<file path="src/rtl/mem_access_stage.sv">
// mem_access_stage
//   EX/MEM pipeline register plus load/store unit. Captures the EX-stage
//   result and store data, runs a req/ready data-memory access with byte
//   lanes, and aligns/extends load data for write-back. Stalls IF/ID/EX
//   while an access is outstanding.
//
// Parameters
//   TIMEOUT  max ACCESS cycles awaiting dmem_ready before a bus error (0 = none)
//
// Optional feature
//   MISALIGN_TRAP_EN  when defined, misaligned half/word accesses are not
//                     issued; MisalignErr_mem pulses and RegWrite_mem is
//                     cleared. When undefined, low address bits are ignored.
//
// Ports
//   clk, rst_n                         clock, async active-low reset
//   ALUResult_ex/MemWriteData_ex       EX result (address) / store data
//   rdAddr_ex/RegWrite_ex/MemtoReg_ex  write-back control from EX
//   MemRead_ex/MemWrite_ex             load / store
//   MemSize_ex/MemUnsigned_ex          access size, zero-extend load
//   ALUResult_mem/rdAddr_mem/RegWrite_mem/MemtoReg_mem  registered to WB/fwd
//   LoadData_mem                       aligned, extended load data
//   Stall_mem                          hold IF/ID/EX (state == ACCESS)
//   BusErr_mem/MisalignErr_mem         1-cycle error pulses
//   dmem_req/we/addr/be/wdata          data-memory request
//   dmem_ready/dmem_rdata              data-memory response
module mem_access_stage #(
  parameter int unsigned TIMEOUT = 16
) (
  input  logic        clk,
  input  logic        rst_n,
  input  logic [31:0] ALUResult_ex,
  input  logic [31:0] MemWriteData_ex,
  input  logic [4:0]  rdAddr_ex,
  input  logic        RegWrite_ex,
  input  logic        MemRead_ex,
  input  logic        MemWrite_ex,
  input  logic [1:0]  MemSize_ex,
  input  logic        MemUnsigned_ex,
  input  logic        MemtoReg_ex,
  output logic [31:0] ALUResult_mem,
  output logic [4:0]  rdAddr_mem,
  output logic        RegWrite_mem,
  output logic        MemtoReg_mem,
  output logic [31:0] LoadData_mem,
  output logic        Stall_mem,
  output logic        BusErr_mem,
  output logic        MisalignErr_mem,
  output logic        dmem_req,
  output logic        dmem_we,
  output logic [31:0] dmem_addr,
  output logic [3:0]  dmem_be,
  output logic [31:0] dmem_wdata,
  input  logic        dmem_ready,
  input  logic [31:0] dmem_rdata
);

  localparam int unsigned CW = (TIMEOUT > 2) ? $clog2(TIMEOUT) : 1;

  typedef enum logic [1:0] {S_IDLE, S_ACCESS, S_DONE} state_t;

  state_t      r_state;
  logic [CW-1:0] r_cnt;
  logic [31:0] r_alu;
  logic [31:0] r_wdata;
  logic [4:0]  r_rd;
  logic        r_regwrite;
  logic        r_memread;
  logic        r_memwrite;
  logic [1:0]  r_size;
  logic        r_unsigned;
  logic        r_memtoreg;
  logic [31:0] r_load;
  logic        r_buserr;

  logic [1:0]  w_a;
  logic [3:0]  w_be;
  logic [31:0] w_wdata;
  logic [7:0]  w_rbyte;
  logic [15:0] w_rhalf;
  logic [31:0] w_load;
  logic        w_trap;

`ifdef MISALIGN_TRAP_EN
  logic r_misalign;
  assign w_trap = ((MemSize_ex == 2'b01) && ALUResult_ex[0]) ||
                  (MemSize_ex[1] && (ALUResult_ex[1:0] != 2'b00));
  assign MisalignErr_mem = r_misalign;
`else
  assign w_trap = 1'b0;
  assign MisalignErr_mem = 1'b0;
`endif

  assign w_a = r_alu[1:0];

  // Half uses only a[1] and word ignores a, so misaligned bits are dropped
  // when the trap is not built in.
  always_comb begin
    w_be    = 4'b1111;
    w_wdata = r_wdata;
    case (r_size)
      2'b00: begin
        w_be    = 4'b0001 << w_a;
        w_wdata = {4{r_wdata[7:0]}};
      end
      2'b01: begin
        w_be    = 4'b0011 << {w_a[1], 1'b0};
        w_wdata = {2{r_wdata[15:0]}};
      end
      default: begin
        w_be    = 4'b1111;
        w_wdata = r_wdata;
      end
    endcase
  end

  assign w_rbyte = dmem_rdata[{w_a, 3'b000} +: 8];
  assign w_rhalf = dmem_rdata[{w_a[1], 4'b0000} +: 16];

  always_comb begin
    w_load = dmem_rdata;
    case (r_size)
      2'b00:   w_load = {{24{~r_unsigned & w_rbyte[7]}}, w_rbyte};
      2'b01:   w_load = {{16{~r_unsigned & w_rhalf[15]}}, w_rhalf};
      default: w_load = dmem_rdata;
    endcase
  end

  always_ff @(posedge clk or negedge rst_n) begin
    if (!rst_n) begin
      r_state    <= S_IDLE;
      r_cnt      <= '0;
      r_alu      <= '0;
      r_wdata    <= '0;
      r_rd       <= '0;
      r_regwrite <= 1'b0;
      r_memread  <= 1'b0;
      r_memwrite <= 1'b0;
      r_size     <= '0;
      r_unsigned <= 1'b0;
      r_memtoreg <= 1'b0;
      r_load     <= '0;
      r_buserr   <= 1'b0;
`ifdef MISALIGN_TRAP_EN
      r_misalign <= 1'b0;
`endif
    end else begin
      r_buserr <= 1'b0;
`ifdef MISALIGN_TRAP_EN
      r_misalign <= 1'b0;
`endif
      if (r_state == S_ACCESS) begin
        if (dmem_ready) begin
          r_state <= S_DONE;
          if (r_memread) r_load <= w_load;
        end else if (TIMEOUT != 0 && r_cnt == CW'(TIMEOUT - 1)) begin
          r_state    <= S_DONE;
          r_buserr   <= 1'b1;
          r_regwrite <= 1'b0;
        end else begin
          r_cnt <= r_cnt + CW'(1);
        end
      end else begin
        r_alu      <= ALUResult_ex;
        r_wdata    <= MemWriteData_ex;
        r_rd       <= rdAddr_ex;
        r_regwrite <= RegWrite_ex & ~w_trap;
        r_memread  <= MemRead_ex;
        r_memwrite <= MemWrite_ex;
        r_size     <= MemSize_ex;
        r_unsigned <= MemUnsigned_ex;
        r_memtoreg <= MemtoReg_ex;
        r_cnt      <= '0;
        r_state    <= ((MemRead_ex | MemWrite_ex) && !w_trap) ? S_ACCESS : S_IDLE;
`ifdef MISALIGN_TRAP_EN
        r_misalign <= (MemRead_ex | MemWrite_ex) & w_trap;
`endif
      end
    end
  end

  assign ALUResult_mem = r_alu;
  assign rdAddr_mem    = r_rd;
  assign RegWrite_mem  = r_regwrite;
  assign MemtoReg_mem  = r_memtoreg;
  assign LoadData_mem  = r_load;
  assign BusErr_mem    = r_buserr;
  assign Stall_mem     = (r_state == S_ACCESS);

  // Lane enables are zeroed for non-memory ops so the port reads 0 after reset.
  assign dmem_req   = (r_state == S_ACCESS);
  assign dmem_we    = (r_state == S_ACCESS) & r_memwrite;
  assign dmem_addr  = {r_alu[31:2], 2'b00};
  assign dmem_be    = w_be & {4{r_memread | r_memwrite}};
  assign dmem_wdata = w_wdata;

endmodule

</file>
<file path="config.mk">
export PLATFORM = sky130hd
export DESIGN_NAME = mem_access_stage
export DESIGN_NICKNAME = d
export VERILOG_FILES = /design/src/rtl/mem_access_stage.sv
export SDC_FILE = /design/constraint.sdc
export NUM_CORES = 1
export LEC_CHECK = 0
export BUFFER_PORTS_ARGS = -buffer_cell sky130_fd_sc_hd__buf_2
export CORE_ASPECT_RATIO = 0.8
export CORE_MARGIN = 2
export CORE_UTILIZATION = 45
export DETAILED_ROUTE_END_ITERATION = 10
export MAX_ROUTING_LAYER = met4
export PLACE_DENSITY = 0.87
export SETUP_SLACK_MARGIN = 0.05
export SLEW_MARGIN = 20
export SYNTH_ARGS = -nofsm -noshare
export SYNTH_HDL_FRONTEND = slang
export SYNTH_SLANG_ARGS = --single-unit
</file>
<file path="constraint.sdc">
create_clock -name clk -period 2.34 [get_ports clk]
set_input_delay 0.351 -clock clk [delete_from_list [all_inputs] [get_ports clk]]
set_output_delay 0.351 -clock clk [all_outputs]
set_load 0.005 [all_outputs]
</file>
==> summary.md <==
| Metric | Value |
|---|---|
| Worst slew pin tran | `0.849 ns` |
| Final net count | `slightly below 1,000` |
| Remaining global-route overflow | `0` |
| WL final | `about 16,000 um` |
| FF+latch count, synth | `between 100 and 150` |
| 1st-iter DRT viols | `463` |
| Clk root buf | `clkbuf_16` |
| Clk slew on worst S/H paths | `about 0.05 ns` |
| Initial Util | `0.465` |
| Worst R2R Setup Slack | `between 0.4 and 0.5 ns` |
| Outcome | `finished, final reports clean` |
| RR Endpoint | `LoadData_mem[11]$_DFFE_PN0P_` |
| CP Class | `reg -> out` |
| Final core occ | `0.609` |
| Top cells by area in the synthesized netlist | `dfrtp_1 (50%), nand2_1 (17%), buf_4 (5.7%)` |
| Cells after synthesis | `651` |
| Hold Fails Final Rpt | `0` |
| Final min period | `2.18 ns` |
| Clk sinks | `about 120` |
| CTS Buffer Depth | `2` |
| Area leader, netlist | `dfrtp_1` |
| Lkg Pwr | `between 3 and 4 nW` |
| Antenna violations before repair | `1` |
| Post-route ant nets | `0` |
| Max rail drop VDD | `0.000646 V` |
| CP startpoint kind | `flip-flop` |
| Top post-synthesis cells by count | `nand2_1 (252), dfrtp_1 (115), nor2_1 (47), buf_4 (43), a21oi_1 (35)` |
| Total track usage | `0.254` |
| Die H | `105 um` |
| Vias post-DR | `approximately 5,300` |
| Worst Setup End Kind | `primary output` |
| Hold Crit Start | `RegWrite_ex` |
| Post-synthesis cell type count | `47` |
| Worst reg2reg path depth | `4` |
| Register area share after synthesis | `0.505` |
| Vias in the first global route | `roughly 5,100` |
| Fin crit share | `0.932` |
| H-tree depth | `4` |
| Post-synth EDFFs | `0` |
| Post-Syn Area | `between 5000 and 6000 um^2` |
| Core area | `approximately 12,000 um^2` |
| Synth Flop Type | `dfrtp_1` |
| Die W | `130 um` |
| Critical Path AT | `between 1.5 and 2 ns` |
| Fin Setup TNS | `0 ns` |
| Num ports | `255` |
| Max-cap viol count | `0` |
| Final Cell Area | `7460 um^2` |
| Crit path max fanout | `25` |
| Row count | `36` |
| Dpl cell area | `6850 um^2` |
| TritonCTS clock tree | `done` |
| Power Density | `1180 nW/um^2` |
| Layout area overhead | `30.8%` |
| Die area | `13,600 um^2` |
| Layout cell share with drive strength beyond 1 | `0.375` |
| Hpwl dp | `11,900 um` |
| Routed WL per cell | `15.7 um` |
| Post-synth top area share | `0.505` |
| Worst hold stages | `3` |
| I/O Buffers | `251` |
| First-pass GRT wire length | `~26,000 um` |
| RSZ-0062 raised after global routing | `no` |
| Pwr Total | `~8.8 mW` |
| Syn Area/Cell | `8.76 um^2` |
| Pin count of the biggest net entering global routing | `85` |
| Filler cell count | `between 1,000 and 1,500` |
| Async SR Flop Fraction | `1.00` |
| Req. time, crit path | `1.99 ns` |
| Slew Viols, Final | `0` |
| Post-CTS Setup Bufs | `0` |
| Post-DR vias/cell | `5.09` |
| Worst min path class | `in -> reg` |
| 1st-pass router iterations | `6` |
| Top-count cell post-synth | `nand2_1` |
| Slew headroom | `0.434` |
| Hold worst-path end | `RegWrite_mem$_DFFE_PN0P_` |
| YS warnings | `0` |
| Fmax | `0.459 GHz` |
| GP Congestion | `0.917` |
| Final Setup Violations | `0` |
| DRC | `0` |
| Total CTS buffers | `17` |
| Worst R2R Start | `r_size[1]$_DFFE_PN0N_` |
| Latest clock arrival within the worst-skew pair | `0.40 ns` |
| Worst clock skew | `0.00902 ns` |
[layer usage]
metal | routed length [um] | global-route usage | vias to the layer above
li1 | - | - | 2528
met1 | 7040 | 0.327 | 2538
met2 | 7990 | 0.402 | 228
met3 | 1160 | 0.0620 | 21
met4 | 207 | 0.0714 | 0
met5 | 0 | - | -
[where the power goes]
group | internal (mW) | total (mW) | switching, mW
clock network | 1.72 | 2.59 | 0.869
logic | 1.42 | 3.04 | 1.63
registers | 2.66 | 3.18 | 0.523
[flip-flops by register name, summed over array words and instances (netlist names), 2 cells and up]
| register | count |
|---|---|
| ALUResult_mem | 32 |
| LoadData_mem | 32 |
| r_wdata | 32 |
| rdAddr_mem | 5 |
| r_cnt | 4 |
| r_size | 2 |
| r_state | 2 |
[cells in the final DEF (no fill, tap or decap), types with 4 or more instances in the layout]
cell and count:
mux2_2 18, o221ai_1 8, clkbuf_16 17, nor2_1 47, a32o_1 5, buf_2 250
nor2b_1 4, buf_4 19, a2111oi_0 5, a221o_1 4, o21ai_0 16, a21oi_1 35
mux2i_1 16, nand2_1 252, dfrtp_1 114
[kinds of logic (layout without fill, tap and decap cells)]
group / after synthesis / in the layout / share of synthesized area
flops: 115 / 115 / 0.505
mux: 36 / 36 / 0.0700
fa+ha+maj: 1 / 1 / 0.00219
buf+inv: 87 / 306 / 0.0891
other cells: 1 / 4 / 0.000658
simple gates: 319 / 319 / 0.220
xor+xnor: 2 / 2 / 0.00307
compound gates: 90 / 90 / 0.110
[through the flow]
stage,cells,worst slack (ns),hold WS [ns]
3_5_place_dp,1011,0.373,0.189
2_1_floorplan,653,0.555,0.0554
4_1_cts,1043,0.0690,0.125
6_report,1044,0.159,0.139
3_3_place_gp,1011,0.469,0.191
5_1_grt,1044,0.0779,0.119
[what timing repair did]
| action | CTS | global route |
|---|---|---|
| hold buffers | 1 | 0 |
| gates resized for setup | 0 | 2 |
| endpoints found under the setup margin | 0 | 3 |
| endpoints found under the hold margin | 7 | 0 |
[how the worst max path moves through the flow]
| stage | startpoint | endpoint | slack, ns | depth (start not counted) |
|---|---|---|---|---|
| 2_1_floorplan | r_size[1]$_DFFE_PN0N_ | dmem_wdata[16] | 0.55 | 4 |
| 3_3_place_gp | r_size[1]$_DFFE_PN0N_ | LoadData_mem[16]$_DFFE_PN0P_ | 0.47 | 6 |
| 3_5_place_dp | r_size[1]$_DFFE_PN0N_ | LoadData_mem[26]$_DFFE_PN0P_ | 0.37 | 6 |
| 4_1_cts | ALUResult_mem[0]$_DFFE_PN0N_ | dmem_be[2] | 0.07 | 5 |
| 5_1_grt | ALUResult_mem[1]$_DFFE_PN0N_ | dmem_be[1] | 0.08 | 4 |
| 6_report | r_size[1]$_DFFE_PN0N_ | dmem_wdata[14] | 0.16 | 4 |
[area by class of cell]
class | count | area (um^2) | area share
inverter | 4 | 15.0 | 0.00201
timing repair buffer | 271 | 1420 | 0.191
clock inverter | 9 | 130 | 0.0174
tap | 171 | 214 | 0.0287
antenna | 1 | 2.50 | 0.000336
clock buffer | 22 | 464 | 0.0622
sequential | 115 | 2880 | 0.386
multi-input combinational | 451 | 2330 | 0.312
[worst max-delay path, stage by stage, from the launching register on]
cell and delay (ns):
dfrtp_4 0.59, nor2_1 0.13, buf_4 0.21, mux2_2 0.36, buf_2 0.13
Power figures use the tool's default switching activity.
